[src/rtl/dcache_pkg.sv]
// Shared types and geometry for the data-cache miss controller.
// Beat counts are derived from the line size and the read/write port widths.
package dcache_pkg;
   localparam int LINE_WORDS = 16;
   localparam int RBKSZ      = 4;
   localparam int WBKSZ      = 4;
   localparam int NUM_LINES  = 64;
   localparam int WB_BEATS   = LINE_WORDS / RBKSZ;
   localparam int RF_BEATS   = LINE_WORDS / WBKSZ;
   localparam int BEAT_W     = $clog2((WB_BEATS > RF_BEATS) ? WB_BEATS : RF_BEATS) + 1;

   typedef logic [$clog2(NUM_LINES)-1:0]  laddr_t;
   typedef logic [$clog2(LINE_WORDS)-1:0] waddr_t;
   typedef logic [31:0]                   word_t;
   typedef logic [BEAT_W-1:0]             beat_t;

   typedef enum logic [2:0] {
      IDLE, WB_RD, WB_SEND, RF_REQ, RF_DATA, FIN
   } dcache_ctrl_state_t;
endpackage

[src/rtl/dcache_ctrl.sv]
// Miss FSM: optional victim writeback, then line refill; clean miss = accept, RF_REQ, RF_BEATS beats, done.
// Memory requests are held stable until mem_req_ready; misses and stores are only accepted in IDLE.
module dcache_ctrl
   import dcache_pkg::*;
(
   input  logic                    clk,
   input  logic                    rst_n,
   input  logic                    miss_valid,
   output logic                    miss_ready,
   input  logic                    miss_dirty,
   input  laddr_t                  miss_laddr,
   input  logic [31:0]             miss_paddr,
   input  logic [31:0]             victim_paddr,
   output logic                    done,
   input  logic                    st_valid,
   output logic                    st_ready,
   input  laddr_t                  st_laddr,
   input  waddr_t                  st_waddr,
   input  word_t [WBKSZ-1:0]       st_data,
   output laddr_t                  c_laddra,
   output waddr_t                  c_waddra,
   output logic                    c_re,
   input  word_t [RBKSZ-1:0]       c_dout,
   output laddr_t                  c_laddrb,
   output waddr_t                  c_waddrb,
   output word_t [WBKSZ-1:0]       c_din,
   output logic                    c_we,
   output logic                    mem_req_valid,
   input  logic                    mem_req_ready,
   output logic                    mem_req_we,
   output logic [31:0]             mem_req_addr,
   output word_t [RBKSZ-1:0]       mem_wdata,
   input  logic                    mem_rvalid,
   input  word_t [WBKSZ-1:0]       mem_rdata
);
   dcache_ctrl_state_t r_state, w_next;
   beat_t              r_beat, w_beat_nxt;
   laddr_t             r_laddr;
   logic [31:0]        r_paddr, r_vpaddr;
   logic               r_dirty;
   logic               r_cap;
   word_t [RBKSZ-1:0]  r_wdata;
   logic [31:0]        w_wb_off;
   waddr_t             w_rd_waddr, w_rf_waddr;
   logic               w_wb_last, w_rf_last;

   assign w_wb_off   = 32'(r_beat) * 32'(RBKSZ * 4);
   assign w_rd_waddr = waddr_t'(32'(r_beat) * 32'(RBKSZ));
   assign w_rf_waddr = waddr_t'(32'(r_beat) * 32'(WBKSZ));
   assign w_wb_last  = (r_beat == beat_t'(WB_BEATS - 1));
   assign w_rf_last  = (r_beat == beat_t'(RF_BEATS - 1));
   // c_dout arrives in the first WB_SEND cycle; forward it then, replay the captured copy afterwards
   assign mem_wdata  = r_cap ? c_dout : r_wdata;

   always_ff @(posedge clk or negedge rst_n) begin
      if (!rst_n) begin
         r_state  <= IDLE;
         r_beat   <= '0;
         r_laddr  <= '0;
         r_paddr  <= '0;
         r_vpaddr <= '0;
         r_dirty  <= 1'b0;
         r_cap    <= 1'b0;
         r_wdata  <= '0;
      end else begin
         r_state <= w_next;
         r_beat  <= w_beat_nxt;
         r_cap   <= (r_state == WB_RD);
         if (r_cap) r_wdata <= c_dout;
         if (r_state == IDLE && miss_valid) begin
            r_laddr  <= miss_laddr;
            r_paddr  <= miss_paddr;
            r_vpaddr <= victim_paddr;
            r_dirty  <= miss_dirty;
         end else if (r_state == WB_SEND && mem_req_ready && w_wb_last) begin
            r_dirty  <= 1'b0;
         end
      end
   end

   always_comb begin
      w_next        = r_state;
      w_beat_nxt    = r_beat;
      miss_ready    = 1'b0;
      st_ready      = 1'b0;
      done          = 1'b0;
      c_re          = 1'b0;
      c_laddra      = r_laddr;
      c_waddra      = w_rd_waddr;
      c_we          = 1'b0;
      c_laddrb      = r_laddr;
      c_waddrb      = w_rf_waddr;
      c_din         = mem_rdata;
      mem_req_valid = 1'b0;
      mem_req_we    = 1'b0;
      mem_req_addr  = r_paddr;
      case (r_state)
         IDLE: begin
            miss_ready = 1'b1;
            st_ready   = 1'b1;
            c_we       = st_valid;
            c_laddrb   = st_laddr;
            c_waddrb   = st_waddr;
            c_din      = st_data;
            if (miss_valid) w_next = miss_dirty ? WB_RD : RF_REQ;
         end
         WB_RD: begin
            c_re   = 1'b1;
            w_next = WB_SEND;
         end
         WB_SEND: begin
            mem_req_valid = 1'b1;
            mem_req_we    = r_dirty;
            mem_req_addr  = r_vpaddr + w_wb_off;
            if (mem_req_ready) begin
               if (w_wb_last) begin
                  w_beat_nxt = '0;
                  w_next     = RF_REQ;
               end else begin
                  w_beat_nxt = r_beat + beat_t'(1);
                  w_next     = WB_RD;
               end
            end
         end
         RF_REQ: begin
            mem_req_valid = 1'b1;
            if (mem_req_ready) w_next = RF_DATA;
         end
         RF_DATA: begin
            if (mem_rvalid) begin
               c_we = 1'b1;
               if (w_rf_last) begin
                  w_beat_nxt = '0;
                  w_next     = FIN;
               end else begin
                  w_beat_nxt = r_beat + beat_t'(1);
               end
            end
         end
         FIN: begin
            done   = 1'b1;
            w_next = IDLE;
         end
         default: w_next = IDLE;
      endcase
   end
endmodule

[config.mk]
export PLATFORM = sky130hd
export DESIGN_NAME = dcache_ctrl
export DESIGN_NICKNAME = d
export VERILOG_FILES = /design/src/rtl/dcache_pkg.sv /design/src/rtl/dcache_ctrl.sv
export SDC_FILE = /design/constraint.sdc
export NUM_CORES = 1
export LEC_CHECK = 0
export CAP_MARGIN = 0
export CORE_AREA = 2 2 305 307
export CTS_CLUSTER_DIAMETER = 60
export CTS_CLUSTER_SIZE = 10
export DETAILED_ROUTE_END_ITERATION = 12
export DIE_AREA = 0 0 307 309
export PLACE_DENSITY = 0.38
export SLEW_MARGIN = 5
export SYNTH_ARGS = -nofsm -noshare
export SYNTH_HDL_FRONTEND = slang
export SYNTH_SLANG_ARGS = --single-unit
[constraint.sdc]
create_clock -name clk -period 2 [get_ports clk]
set_input_delay 0.2 -clock clk [delete_from_list [all_inputs] [get_ports clk]]
set_output_delay 0.2 -clock clk [all_outputs]
set_load 0.01 [all_outputs]
Word-level counts from Yosys, hierarchy flattened:

Cells that the tools add are included.

* register bits after elaboration: 206
* input port bits: 471
* output and inout bits: 315
* word-level logic and storage cells: 59

* add/subtract/negate cells: 2
* equal/unequal tests: 11
* multiplexer cells: 26
* reduce and logical (&&, ||, !) cells: 9

Operator list (number)
* $mux W128: 2
* $add A32 B7 Y32: 1
* $mux W32: 1
* $mux W3: 8
* $pmux W3 S5: 1
* $ne A2 B2 Y1 const B: 5
* $eq A3 B2 Y1 const B: 3
* $mux W1: 8
* $eq A3 B3 Y1 const B: 2
* $mux W6: 1
* $pmux W3 S2: 1
* $reduce_and A5 Y1: 1
* $mux W2: 2
* $mux W4: 1
* $reduce_bool A2 Y1: 2
* $add A3 B1 Y3 const B: 1
* $eq A3 B1 Y1 const B: 1
* $logic_and A1 B1 Y1: 3
* $logic_not A3 Y1: 1
* $reduce_and A3 Y1: 1
* $pmux W1 S2: 1
* $reduce_or A2 Y1: 1

Logic depth before layout (Yosys ltp):

Gate-level depths: netlist of the first run.

* depth in word-level cells: 5
* depth in mapped cells: 8
* depth with buffers taken out: 8

Worst setup path after synthesis of the first run:

Ideal clock, no wire load.

* path kind: flip-flop to output port
* from: register r_beat[0]
* to: output mem_req_addr[18]
* arrival time: 1.927 ns
* data required time: 1.800 ns
* slack: -0.127 ns
* cell stages (with the launch flop): 9
* buffers on the path: 0
* cells stage by stage: dfrtp_1 ha_1 inv_1 fa_1 nand2b_1 a21oi_1 nand3_1 xor2_1 o21ai_0

* word-level cells in the longest chain between the ends: 2

Ends and longest elaborated chain
* start: declaration: RTL line dcache_ctrl.sv:37 `beat_t r_beat, w_beat_nxt;`
* start signal: assignment: RTL line dcache_ctrl.sv:67 `r_beat <= w_beat_nxt;`
* $add A32 B7 Y32: RTL line dcache_ctrl.sv:114 `mem_req_addr = r_vpaddr + w_wb_off;`
* $mux W32: RTL line dcache_ctrl.sv:97 `case (r_state)`
* end: declaration: RTL line dcache_ctrl.sv:31 `output logic [31:0] mem_req_addr,`

Every way passes these cells.

==> results of run 1 <==
synth_stat cells, types with 2 or more instances:
| cell type | n |
|---|---|
| sky130_fd_sc_hd__o21ai_0 | 22 |
| sky130_fd_sc_hd__o21ai_1 | 3 |
| sky130_fd_sc_hd__o21ai_2 | 6 |
| sky130_fd_sc_hd__nand2b_1 | 6 |
| sky130_fd_sc_hd__nand3_1 | 13 |
| sky130_fd_sc_hd__buf_1 | 2 |
| sky130_fd_sc_hd__nor2_1 | 8 |
| sky130_fd_sc_hd__buf_2 | 23 |
| sky130_fd_sc_hd__a21oi_1 | 3 |
| sky130_fd_sc_hd__and3_1 | 4 |
| sky130_fd_sc_hd__inv_1 | 6 |
| sky130_fd_sc_hd__clkbuf_1 | 14 |
| sky130_fd_sc_hd__mux2_2 | 332 |
| sky130_fd_sc_hd__nor2b_1 | 2 |
| sky130_fd_sc_hd__ha_1 | 4 |
| sky130_fd_sc_hd__and2_1 | 4 |
| sky130_fd_sc_hd__a21boi_0 | 3 |
| sky130_fd_sc_hd__xor2_1 | 21 |
| sky130_fd_sc_hd__nand4_1 | 10 |
| sky130_fd_sc_hd__buf_4 | 12 |
| sky130_fd_sc_hd__dfrtp_1 | 206 |
| sky130_fd_sc_hd__and4_1 | 2 |
| sky130_fd_sc_hd__nand2_1 | 55 |
| sky130_fd_sc_hd__xnor2_1 | 5 |
| sky130_fd_sc_hd__nor3_1 | 2 |
flip-flops by register name, summed over array words and instances (netlist names):
name      count
c_laddra      6
r_dirty       1
r_cap         1
r_beat        3
r_paddr      32
r_state       3
r_wdata     128
r_vpaddr     32
power by group through the flow:
stage	Sequential (W)	Clock [W]	Combinational [W]
6_report	0.00720	0.00503	0.0207
5_1_grt	0.00744	0.00544	0.0220
4_1_cts	0.00721	0.00526	0.0208
3_5_place_dp	0.00725	0	0.0208
3_3_place_gp	0.00719	0	0.0209
2_1_floorplan	0.00706	0	0.00905
metal layers:
layer / wire, µm / global-route usage, %
met1: 23200 / 13.6
met2: 35400 / 25.0
met3: 6080 / 4.70
met4: 3300 / 6.25
met5: 52 / 0
stage by stage:
stage	util (%)	setup slack, ps
after floorplan	-	-51.0
after global placement	22.3	-603
after detailed placement	22.3	-618
after CTS	23.4	-826
after global routing	23.6	-822
final	23.7	-697
critical path: stages, from the launching register on:
cell and delay (ps):
sky130_fd_sc_hd__dfrtp_2 420, sky130_fd_sc_hd__nor3_4 250, sky130_fd_sc_hd__buf_12 200, sky130_fd_sc_hd__buf_6 180
sky130_fd_sc_hd__mux2_2 350, sky130_fd_sc_hd__clkdlybuf4s50_1 500
cell usage in the layout (no fill, tap or decap), types with 4 or more instances in the layout:
master,count
sky130_fd_sc_hd__and2_4,4
sky130_fd_sc_hd__mux2_2,312
sky130_fd_sc_hd__clkbuf_2,23
sky130_fd_sc_hd__clkinvlp_4,4
sky130_fd_sc_hd__mux2_4,20
sky130_fd_sc_hd__nand2_1,51
sky130_fd_sc_hd__clkdlybuf4s15_2,7
sky130_fd_sc_hd__nor2_1,7
sky130_fd_sc_hd__nand3_2,7
sky130_fd_sc_hd__xnor2_1,4
sky130_fd_sc_hd__diode_2,24
sky130_fd_sc_hd__buf_4,80
sky130_fd_sc_hd__buf_6,25
sky130_fd_sc_hd__o21ai_2,6
sky130_fd_sc_hd__nand3_1,5
sky130_fd_sc_hd__dfrtp_1,204
sky130_fd_sc_hd__buf_2,37
sky130_fd_sc_hd__inv_1,5
sky130_fd_sc_hd__dlymetal6s2s_1,45
sky130_fd_sc_hd__dlygate4sd2_1,15
sky130_fd_sc_hd__nand2b_1,4
sky130_fd_sc_hd__nand4_1,10
sky130_fd_sc_hd__buf_8,4
sky130_fd_sc_hd__o21ai_0,8
sky130_fd_sc_hd__xor2_1,21
sky130_fd_sc_hd__clkbuf_16,31
sky130_fd_sc_hd__clkinv_2,4
sky130_fd_sc_hd__inv_6,5
sky130_fd_sc_hd__clkdlybuf4s50_1,636
sky130_fd_sc_hd__buf_12,18
sky130_fd_sc_hd__o21ai_1,17
cells by family (layout without fill, tap and decap cells):
| family | Yosys count | after routing | share of synthesized area, % |
|---|---|---|---|
| AOI/OAI and AO/OA | 43 | 43 | 2.54 |
| adders and majority gates | 5 | 5 | 0.677 |
| muxes | 333 | 333 | 36.2 |
| other | 1 | 26 | 0.0362 |
| buffers and inverters | 58 | 949 | 2.89 |
| DFF | 206 | 206 | 49.8 |
| xor gates and xnor gates | 26 | 26 | 2.20 |
| and+or+nand+nor | 114 | 114 | 5.59 |
cell type report:
class | instances | area, µm²
fill | 9808 | 69700
timing repair buffer | 893 | 8810
antenna | 24 | 60.1
clock buffer | 36 | 815
tap | 1186 | 1480
sequential | 206 | 5160
clock inverter | 14 | 103
inverter | 6 | 22.5
multi-input combinational | 523 | 5190
final timing paths:
| check | slack [ps] | start | depth (start not counted) | endpoint |
|---|---|---|---|---|
| setup / recovery | -700 | r_state[0] | 5 | c_din[123] |
| max in group asynchronous | 1060 | rst_n | 3 | r_state[0] |
| hold / removal | 150 | rst_n | 2 | r_wdata[93] |
| setup reg to reg | -20 | r_state[0] | 7 | r_paddr[26] |
| min in group clk | 200 | victim_paddr[5] | 3 | r_vpaddr[5] |
| hold reg to reg | 490 | r_wdata[1] | 1 | r_wdata[1] |
timing repair:
| item | CTS | global route |
|---|---|---|
| buffers inserted | 13 | 5 |
| gates resized for setup | 276 | 168 |
| pin swaps | 22 | 2 |
| hold buffers | 1 | 0 |
| setup endpoints to repair | 306 | 370 |
| hold endpoints to repair | 99 | 0 |
==> flow_metrics.env, run 1 <==
export IMPL_core_area_mm2=0.0914
export IMPL_rsz0062_at_grt="true"
export IMPL_ys_flop_type="sky130_fd_sc_hd__dfrtp_1"
export IMPL_grt_antenna_before_repair=55
export IMPL_synth_lib_cells_used_distinct=43
export IMPL_internal_power_w=0.0209
export IMPL_seq_area_frac_synth_pct=49.8
export IMPL_seq_power_share_pct=21.9
export IMPL_finClkSkew_ps=25.7
export IMPL_layout_nets=2137
export IMPL_vdd_ir_drop_max_mv=0.763
export IMPL_port_buffers=783
export IMPL_fmax_ghz=0.371
export IMPL_vias_in_the_first_global_route=10900
export IMPL_yosysTopAreaCell="sky130_fd_sc_hd__dfrtp_1"
export IMPL_outcome="finished, violations left"
export IMPL_route_detailed_vias_per_inst=3.51
export IMPL_hold_class="in -> async"
export IMPL_gpl_final_weighted_congestion=0.835
export IMPL_post_route_cells_drive_above_1_share_pct=36.9
export IMPL_power_switching_share_pct=36.4
export IMPL_crit_path_max_fanout=11
export IMPL_tightestPinTransition_ps=544
export IMPL_start_kind="flip-flop"
export IMPL_powerDensity_mw_per_mm2=1520
export IMPL_dp_cells=2798
export IMPL_clkTransAtPathRegs_ps=60
export IMPL_clock_root_cell="sky130_fd_sc_hd__clkbuf_16"
export IMPL_critical_path_rt_ps=1800
export IMPL_tritoncts_num_buffers=31
export IMPL_synthArstFlopShare_pct=100
export IMPL_place_area_mm2=0.0204
export IMPL_syn_mean_instance_area_um2=13.2
export IMPL_die_h_um=309
export IMPL_postSynthRegisterBits=206
export IMPL_drcViolationCount=0
export IMPL_final_total_pwr_w=0.0329
export IMPL_drt_pass1_iter_count=4
export IMPL_vias=10100
export IMPL_final_hold_slack_ps=152
export IMPL_tritoncts="built"
export IMPL_slew_headroom_pct=63.7
export IMPL_layout_setup_ws_ps=-697
export IMPL_failed_checks="negative setup slack"
export IMPL_layoutNonFillerInstCount=2888
export IMPL_fin_setup_tns_ps=-134820
export IMPL_clock_power_share_pct=15.3
export IMPL_pin_count_of_the_biggest_net_entering_global_routing=65
export IMPL_longest_clk_path_bufs=3
export IMPL_initial_core_util_pct=11.3
export IMPL_critPathKind="reg -> out"
export IMPL_max_cap_violations=0
export IMPL_ys_top_cells_by_area="sky130_fd_sc_hd__dfrtp_1 (50%), sky130_fd_sc_hd__mux2_2 (36%), sky130_fd_sc_hd__nand2_1 (2.0%), sky130_fd_sc_hd__xor2_1 (1.8%), sky130_fd_sc_hd__buf_2 (1.1%)"
export IMPL_wl_um=68000
export IMPL_yosys_warnings=0
export IMPL_place_detailed_hpwl_um=57900
export IMPL_grt_pass1_wl_um=89400
export IMPL_cts_htree_levels=1
export IMPL_numClockSinks=206
export IMPL_drt_initial_drc_count=310
export IMPL_leakage_nw=8.91
export IMPL_overflow=0
export IMPL_layout_worst_path_cycle_share_pct=135
export IMPL_post_route_min_period_ps=2700
export IMPL_io_pin_count=786
export IMPL_share_of_the_synthesized_area_in_the_top_cell_type_pct=49.8
export IMPL_die_x_um=307
export IMPL_gr_usage_all_layers_pct=13.5
export IMPL_finalHoldViolations=0
export IMPL_fp_row_count=111
export IMPL_dieArea_mm2=0.0949
export IMPL_worstSkewPairLatency_ps=580
export IMPL_area_delta_synth_final_pct=109
export IMPL_worst_setup_path_end_kind="output pin"
export IMPL_routed_wire_length_per_instance_um=23.6
export IMPL_drv_slew=0
export IMPL_comb_power_share_pct=62.8
export IMPL_finalSetupViolations=320
export IMPL_power_switching_w=0.0120
export IMPL_summed_instance_area_of_the_synthesized_netlist_mm2=0.0103
export IMPL_critical_path_arrival_ps=2500
export IMPL_ant_nets=0
export IMPL_syn_inst=786
export IMPL_final_instance_area_mm2=0.0216
export IMPL_synth_edf_count=0
Power figures use the tool's default switching activity.
==> run 2: changes to the inputs <==
- ABC_AREA: not set -> 1
- CORE_AREA: 2 2 305 307 -> 2 2 306 308
- DIE_AREA: 0 0 307 309 -> 0 0 308 310
==> run 2 against run 1 <==
Compared with the run above: the flow still finishes with violations (negative setup slack); via count is 31% higher; clock power is 31% higher; synthesized cell count is 53% higher; hold slack better by 19 ps; clock-buffer cell count is 5 higher; critical path depth is 8 higher; largest power group unchanged.
==> flow_metrics.env, run 2 <==
export IMPL_yosys_warnings=0
export IMPL_drv_slew=0
export IMPL_io_pin_count=786
export IMPL_vias_in_the_first_global_route=13700
export IMPL_finalHoldViolations=0
export IMPL_dieArea_mm2=0.0955
export IMPL_drcViolationCount=0
export IMPL_routed_wire_length_per_instance_um=22.7
export IMPL_powerDensity_mw_per_mm2=1740
export IMPL_critical_path_rt_ps=1800
export IMPL_finClkSkew_ps=23.3
export IMPL_layout_commonest_cell="sky130_fd_sc_hd__clkdlybuf4s50_1"
export IMPL_vias=13300
export IMPL_fmax_ghz=0.361
export IMPL_numClockSinks=206
export IMPL_mostFrequentLayoutCells="sky130_fd_sc_hd__clkdlybuf4s50_1 (478), sky130_fd_sc_hd__buf_6 (297), sky130_fd_sc_hd__nand2_1 (247)"
export IMPL_clock_root_cell="sky130_fd_sc_hd__clkbuf_16"
export IMPL_max_cap_violations=0
export IMPL_route_detailed_vias_per_inst=3.76
export IMPL_tritoncts_num_buffers=35
export IMPL_yosys_top_cells_count="sky130_fd_sc_hd__nand2_1 (562), sky130_fd_sc_hd__dfrtp_1 (206), sky130_fd_sc_hd__mux2_2 (153)"
export IMPL_area_delta_synth_final_pct=156
export IMPL_drt_initial_drc_count=438
export IMPL_port_buffers=783
export IMPL_synth_xor_xnor_area_share_pct=0.570
export IMPL_cts_htree_levels=2
export IMPL_synthMuxAreaShare_pct=20.6
export IMPL_synth_area_in_compound_gates_pct=1.82
export IMPL_hold_class="in -> async"
export IMPL_rsz0062_at_grt="true"
export IMPL_synth_lib_cells_used_distinct=30
export IMPL_reg_top3="r_wdata: 128 flops, r_paddr: 32 flops, r_vpaddr: 32 flops"
export IMPL_initial_core_util_pct=11.6
export IMPL_wl_um=80200
export IMPL_grt_antenna_before_repair=45
export IMPL_fillerInstances=9734
export IMPL_summed_instance_area_of_the_synthesized_netlist_mm2=0.0107
export IMPL_overflow=0
export IMPL_grt_pass1_wl_um=105000
export IMPL_synth_most_common_cell="sky130_fd_sc_hd__nand2_1"
export IMPL_tritoncts="built"
export IMPL_synthArstFlopShare_pct=100
export IMPL_yosys_area_share_adder_pct=0.652
export IMPL_layout_nets=2785
export IMPL_worstSkewPairLatency_ps=560
export IMPL_post_route_cells_drive_above_1_share_pct=53.9
export IMPL_crit_path_max_fanout=6
export IMPL_core_area_mm2=0.0925
export IMPL_leakage_nw=12.8
export IMPL_outcome="finished, violations left"
export IMPL_max_reg_flops=128
export IMPL_ys_flop_type="sky130_fd_sc_hd__dfrtp_1"
export IMPL_die_x_um=308
export IMPL_failed_checks="negative setup slack"
export IMPL_ant_nets=0
export IMPL_place_detailed_hpwl_um=60900
export IMPL_gr_usage_all_layers_pct=15.6
export IMPL_layout_setup_ws_ps=-772
export IMPL_place_worst_setup_slack_ps=-625
export IMPL_gpl_final_weighted_congestion=0.809
export IMPL_start_kind="flip-flop"
export IMPL_fp_row_count=112
export IMPL_seq_area_frac_synth_pct=48.0
export IMPL_postSynthRegisterBits=206
export IMPL_finalCoreUtilization_pct=29.8
export IMPL_critical_path_arrival_ps=2570
export IMPL_drt_pass1_iter_count=6
export IMPL_share_of_the_synthesized_area_in_the_top_cell_type_pct=48.0
export IMPL_registers_top_by_ff_count="r_wdata"
export IMPL_synth_simple_gate_area_share_pct=23.9
export IMPL_critPathKind="reg -> out"
export IMPL_vdd_ir_drop_max_mv=0.778
export IMPL_die_h_um=310
export IMPL_worst_setup_path_end_kind="output pin"
export IMPL_layout_worst_path_cycle_share_pct=139
export IMPL_pin_count_of_the_biggest_net_entering_global_routing=49
export IMPL_yosysTopAreaCell="sky130_fd_sc_hd__dfrtp_1"
export IMPL_clkTransAtPathRegs_ps=50
export IMPL_synth_edf_count=0
export IMPL_finalSetupViolations=358
export IMPL_final_total_pwr_w=0.0479
export IMPL_ys_top_cells_by_area="sky130_fd_sc_hd__dfrtp_1 (48%), sky130_fd_sc_hd__nand2_1 (20%), sky130_fd_sc_hd__mux2_2 (16%), sky130_fd_sc_hd__mux2_4 (4.6%), sky130_fd_sc_hd__nor2_1 (1.9%)"
export IMPL_post_route_min_period_ps=2770
export IMPL_syn_mean_instance_area_um2=8.93
export IMPL_longest_clk_path_bufs=3
export IMPL_syn_inst=1204
export IMPL_combinational_family_with_the_most_area_after_synthesis="simple AND/OR/NAND/NOR gates"
## run 2: final timing paths
kind | cells after the start | slack [ps] | end | startpoint
worst max-delay path | 13 | -770 | mem_req_addr[24] | r_beat[0]
worst min-delay path | 2 | 170 | r_vpaddr[18] | rst_n
worst max register to register | 11 | -190 | r_vpaddr[12] | r_state[2]
worst min register to register | 1 | 490 | r_wdata[24] | r_wdata[24]
max in group asynchronous | 3 | 1120 | r_wdata[94] | rst_n
min in group clk | 3 | 230 | r_vpaddr[5] | victim_paddr[5]
## run 2: metal layers
| layer | wire length (µm) | vias to the layer above | GRT usage, % |
|---|---|---|---|
| li1 | - | 6070 | - |
| met1 | 30000 | 6423 | 16.8 |
| met2 | 40800 | 617 | 27.9 |
| met3 | 6500 | 164 | 5.59 |
| met4 | 2800 | 20 | 5.87 |
| met5 | 136 | - | 0 |
## run 2: logic make-up after synthesis
family,after synthesis
buffers and inverters,100
other,1
and+or+nand+nor,662
DFF,206
xor gates and xnor gates,7
muxes,186
AOI/OAI and AO/OA,37
adders and majority gates,5
## run 2: metrics by stage
| stage | hold slack [ps] | TNS, ps | instance area (µm²) | std cells |
|---|---|---|---|---|
| global placement | 181 | -14160 | 21000 | 3243 |
| CTS | 159 | -132680 | 24900 | 3424 |
| floorplan | -95.6 | 0 | 10800 | 1205 |
| detailed placement | 178 | -14200 | 21000 | 3243 |
| finish | 170 | -82890 | 27500 | 3539 |
| global route | 186 | -112160 | 27500 | 3538 |
## run 2: layout make-up
| type | instances | area, µm² | share of cell area, % |
|---|---|---|---|
| Antenna cell | 10 | 25.0 | 0.0909 |
| Clock buffer | 41 | 938 | 3.41 |
| Clock inverter | 19 | 313 | 1.14 |
| Inverter | 36 | 164 | 0.595 |
| Multi-Input combinational cell | 899 | 7290 | 26.5 |
| Sequential cell | 206 | 5160 | 18.7 |
| Tap cell | 1197 | 1500 | 5.44 |
| Timing Repair Buffer | 1130 | 12100 | 44.0 |
| Timing Repair inverter | 1 | 16.3 | 0.0591 |
## run 2: timing repair
action / 4_1_cts / 5_1_grt
endpoints found under the hold margin: 128 / 0
setup buffers: 89 / 129
hold buffers: 1 / 0
gates resized for setup: 1271 / 914
pin swaps: 75 / 110
endpoints found under the setup margin: 311 / 371
cloned: 34 / 8
## run 2: critical path: stages (launching register included)
cell and delay (ps):
sky130_fd_sc_hd__dfrtp_1 350, sky130_fd_sc_hd__ha_2 190, sky130_fd_sc_hd__inv_2 40, sky130_fd_sc_hd__fa_2 350
sky130_fd_sc_hd__inv_2 80, sky130_fd_sc_hd__nand3_4 70, sky130_fd_sc_hd__buf_4 150, sky130_fd_sc_hd__buf_6 110
sky130_fd_sc_hd__a21oi_4 140, sky130_fd_sc_hd__buf_6 150, sky130_fd_sc_hd__nand3_1 90, sky130_fd_sc_hd__nand3_2 90
sky130_fd_sc_hd__nand2_2 60, sky130_fd_sc_hd__buf_6 140
## run 2: power by group
group | internal [W] | total, W | switching, W | leakage, nW
registers | 0.00631 | 0.00729 | 0.000980 | 2.41
logic | 0.0188 | 0.0340 | 0.0151 | 9.78
clock network | 0.00418 | 0.00660 | 0.00243 | 0.605
total | 0.0293 | 0.0479 | 0.0185 | 12.8
==> run 3: changes to the inputs <==
- CORE_AREA: 2 2 306 308 -> 2 2 302 304
- DIE_AREA: 0 0 308 310 -> 0 0 304 306
- clock period: 2 -> 2.6 ns (I/O delays scaled with it)
==> run 3 against run 2 <==
Compared with the run above: the flow still finishes with violations (negative setup slack); global-route usage is 0.79 points higher; routed wire length fell by 1.4%; clock-buffer cell count decreased by 1; first-iteration DRC count is 8.0% higher; register-to-register slack gained 720 ps; hold slack improved by 140 ps; final area down 19%; critical path type unchanged.
==> flow_metrics.env, run 3 (synthesis results as in run 2) <==
export IMPL_layout_nets=2525
export IMPL_fmax_ghz=0.375
export IMPL_worstSkewPairLatency_ps=540
export IMPL_internal_power_w=0.0162
export IMPL_place_detailed_hpwl_um=64200
export IMPL_leakage_nw=10.1
export IMPL_powerDensity_mw_per_mm2=1250
export IMPL_timing_hold_worst_start="victim_paddr[29]"
export IMPL_gpl_final_weighted_congestion=0.986
export IMPL_worst_setup_path_end_kind="output pin"
export IMPL_routed_wire_length_per_instance_um=24.3
export IMPL_vias=11700
export IMPL_post_route_min_period_ps=2660
export IMPL_layout_worst_path_cycle_share_pct=102
export IMPL_critical_path_rt_ps=2340
export IMPL_finalHoldViolations=0
export IMPL_finClkSkew_ps=22.3
export IMPL_max_reg_flops=128
export IMPL_power_switching_w=0.0117
export IMPL_registers_top_by_ff_count="r_wdata"
export IMPL_route_detailed_vias_per_inst=3.61
export IMPL_ant_nets=0
export IMPL_combined_area_of_the_multi_input_logic_cells_mm2=0.00553
export IMPL_die_h_um=306
export IMPL_io_pin_count=786
export IMPL_max_cap_violations=0
export IMPL_cp_startpoint="r_beat[0]"
export IMPL_numClockSinks=206
export IMPL_critPathKind="reg -> out"
export IMPL_gr_usage_all_layers_pct=16.4
export IMPL_place_area_mm2=0.0202
export IMPL_tritoncts="built"
export IMPL_clock_root_cell="sky130_fd_sc_hd__clkbuf_16"
export IMPL_pin_count_of_the_biggest_net_entering_global_routing=78
export IMPL_tightestPinTransition_ps=738
export IMPL_area_delta_synth_final_pct=107
export IMPL_rsz0062_at_grt="true"
export IMPL_vias_in_the_first_global_route=12700
export IMPL_failed_checks="negative setup slack"
export IMPL_dp_cells=3148
export IMPL_fillerInstances=9765
export IMPL_layout_commonest_cell="sky130_fd_sc_hd__clkdlybuf4s50_1"
export IMPL_fp_row_count=110
export IMPL_start_kind="flip-flop"
export IMPL_vdd_ir_drop_max_mv=0.798
export IMPL_comb_power_share_pct=64.2
export IMPL_port_buffers=783
export IMPL_drcViolationCount=0
export IMPL_tritoncts_num_buffers=34
export IMPL_initial_core_util_pct=12.0
export IMPL_outcome="finished, violations left"
export IMPL_drt_initial_drc_count=473
export IMPL_longest_clk_path_bufs=3
export IMPL_grt_pass1_wl_um=106000
export IMPL_final_instance_area_mm2=0.0223
export IMPL_die_x_um=304
export IMPL_power_switching_share_pct=41.9
export IMPL_cts_htree_levels=2
export IMPL_layoutNonFillerInstCount=3251
export IMPL_hold_class="in -> reg"
export IMPL_dieArea_mm2=0.0930
export IMPL_mostFrequentLayoutCells="sky130_fd_sc_hd__clkdlybuf4s50_1 (605), sky130_fd_sc_hd__nand2_1 (523), sky130_fd_sc_hd__dfrtp_1 (203)"
export IMPL_slew_headroom_pct=50.8
export IMPL_critical_path_arrival_ps=2400
export IMPL_crit_path_max_fanout=5
export IMPL_finalSetupViolations=9
export IMPL_overflow=0
export IMPL_wl_um=79100
export IMPL_drv_slew=0
export IMPL_r2r_setup_slack_ps=530
export IMPL_layout_setup_ws_ps=-64.7
export IMPL_clock_power_share_pct=15.6
export IMPL_regArea_mm2=0.00516
export IMPL_clkTransAtPathRegs_ps=50
export IMPL_drt_pass1_iter_count=4
export IMPL_reg_top3="r_wdata: 128 flops, r_paddr: 32 flops, r_vpaddr: 32 flops"
export IMPL_grt_antenna_before_repair=19
export IMPL_core_area_mm2=0.0896
export IMPL_seq_power_share_pct=20.2
export IMPL_post_route_cells_drive_above_1_share_pct=22.0
export IMPL_reg2reg_from="r_state[1]"
-- run 3: changes by cell type in the layout (fill, tap and decap cells not counted), sizes merged --
cell / previous run / this run
clkinv: 6 / 7
clkdlybuf4s50: 478 / 605
inv: 42 / 44
bufinv: 6 / 1
clkdlybuf4s15: 1 / 9
bufbuf: 0 / 4
diode: 10 / 6
clkbuf: 68 / 49
dlygate4sd2: 1 / 127
buf: 614 / 106
dlymetal6s2s: 8 / 10
clkinvlp: 2 / 1
-- run 3: worst max-delay path, cell delays in order, from the launching register on --
cell and delay (ps):
sky130_fd_sc_hd__dfrtp_1 340, sky130_fd_sc_hd__ha_2 190, sky130_fd_sc_hd__inv_2 40, sky130_fd_sc_hd__fa_2 350, sky130_fd_sc_hd__inv_2 80, sky130_fd_sc_hd__nand3_4 80
sky130_fd_sc_hd__buf_6 120, sky130_fd_sc_hd__a21oi_2 130, sky130_fd_sc_hd__buf_6 150, sky130_fd_sc_hd__buf_6 100, sky130_fd_sc_hd__nand2_2 30, sky130_fd_sc_hd__nand2_1 70
sky130_fd_sc_hd__o21ai_2 60, sky130_fd_sc_hd__buf_2 130
-- run 3: metrics by stage --
step           total power [W]  util [%]  hold WS [ps]  TNS (ps)  setup WS, ps
3_5_place_dp            0.0227      22.6           335      -993          -185
6_report                0.0279      24.9           313      -275         -64.7
3_3_place_gp            0.0228      22.6           325     -1190          -214
4_1_cts                 0.0281      24.6           269     -4650          -168
2_1_floorplan           0.0126         -         -35.6         0           494
5_1_grt                 0.0298      24.8           303     -2750          -237
-- run 3: worst paths after layout --
path                                    endpoint  cells past startpoint
worst min-delay path                r_vpaddr[29]                      3
worst max register to register       r_paddr[28]                      8
worst min register to register       r_wdata[29]                      1
max in group asynchronous             r_state[0]                      3
worst max-delay path            mem_req_addr[16]                     13
min in group asynchronous            r_wdata[56]                      2
-- run 3: area by class of cell --
class                   instances  share of cell area, %
repair buffers                871                   39.9
multi-input cells             899                   24.8
flip-flops and latches        206                   23.2
well taps                    1176                   6.61
clock buffers                  40                   4.06
clock inverters                16                  0.702
inverters                      36                  0.663
diodes                          6                 0.0674
repair inverters                1                 0.0393
-- run 3: layer usage --
metal	GRT usage, %	routed length [µm]	vias to the layer above
met5	0	92	-
met4	4.15	1930	14
met3	5.44	6250	85
met2	28.9	39100	542
met1	19.0	31700	5559
li1	-	-	5537
-- run 3: power groups by stage --
stage                     clock network (W)  registers [W]  logic [W]
final                               0.00435        0.00564     0.0179
after global routing                0.00472        0.00584     0.0192
after CTS                           0.00457        0.00568     0.0179
after detailed placement                  0        0.00567     0.0171
after global placement                    0        0.00563     0.0172
after floorplan                           0        0.00541    0.00722
-- run 3: what timing repair did --
item | 4_1_cts | 5_1_grt
hold buffers | 1 | 0
cloned | 11 | 3
endpoints found under the setup margin | 180 | 101
buffers inserted | 17 | 11
resized for setup | 375 | 59
hold endpoints to repair | 70 | 0
pin swaps | 24 | 32
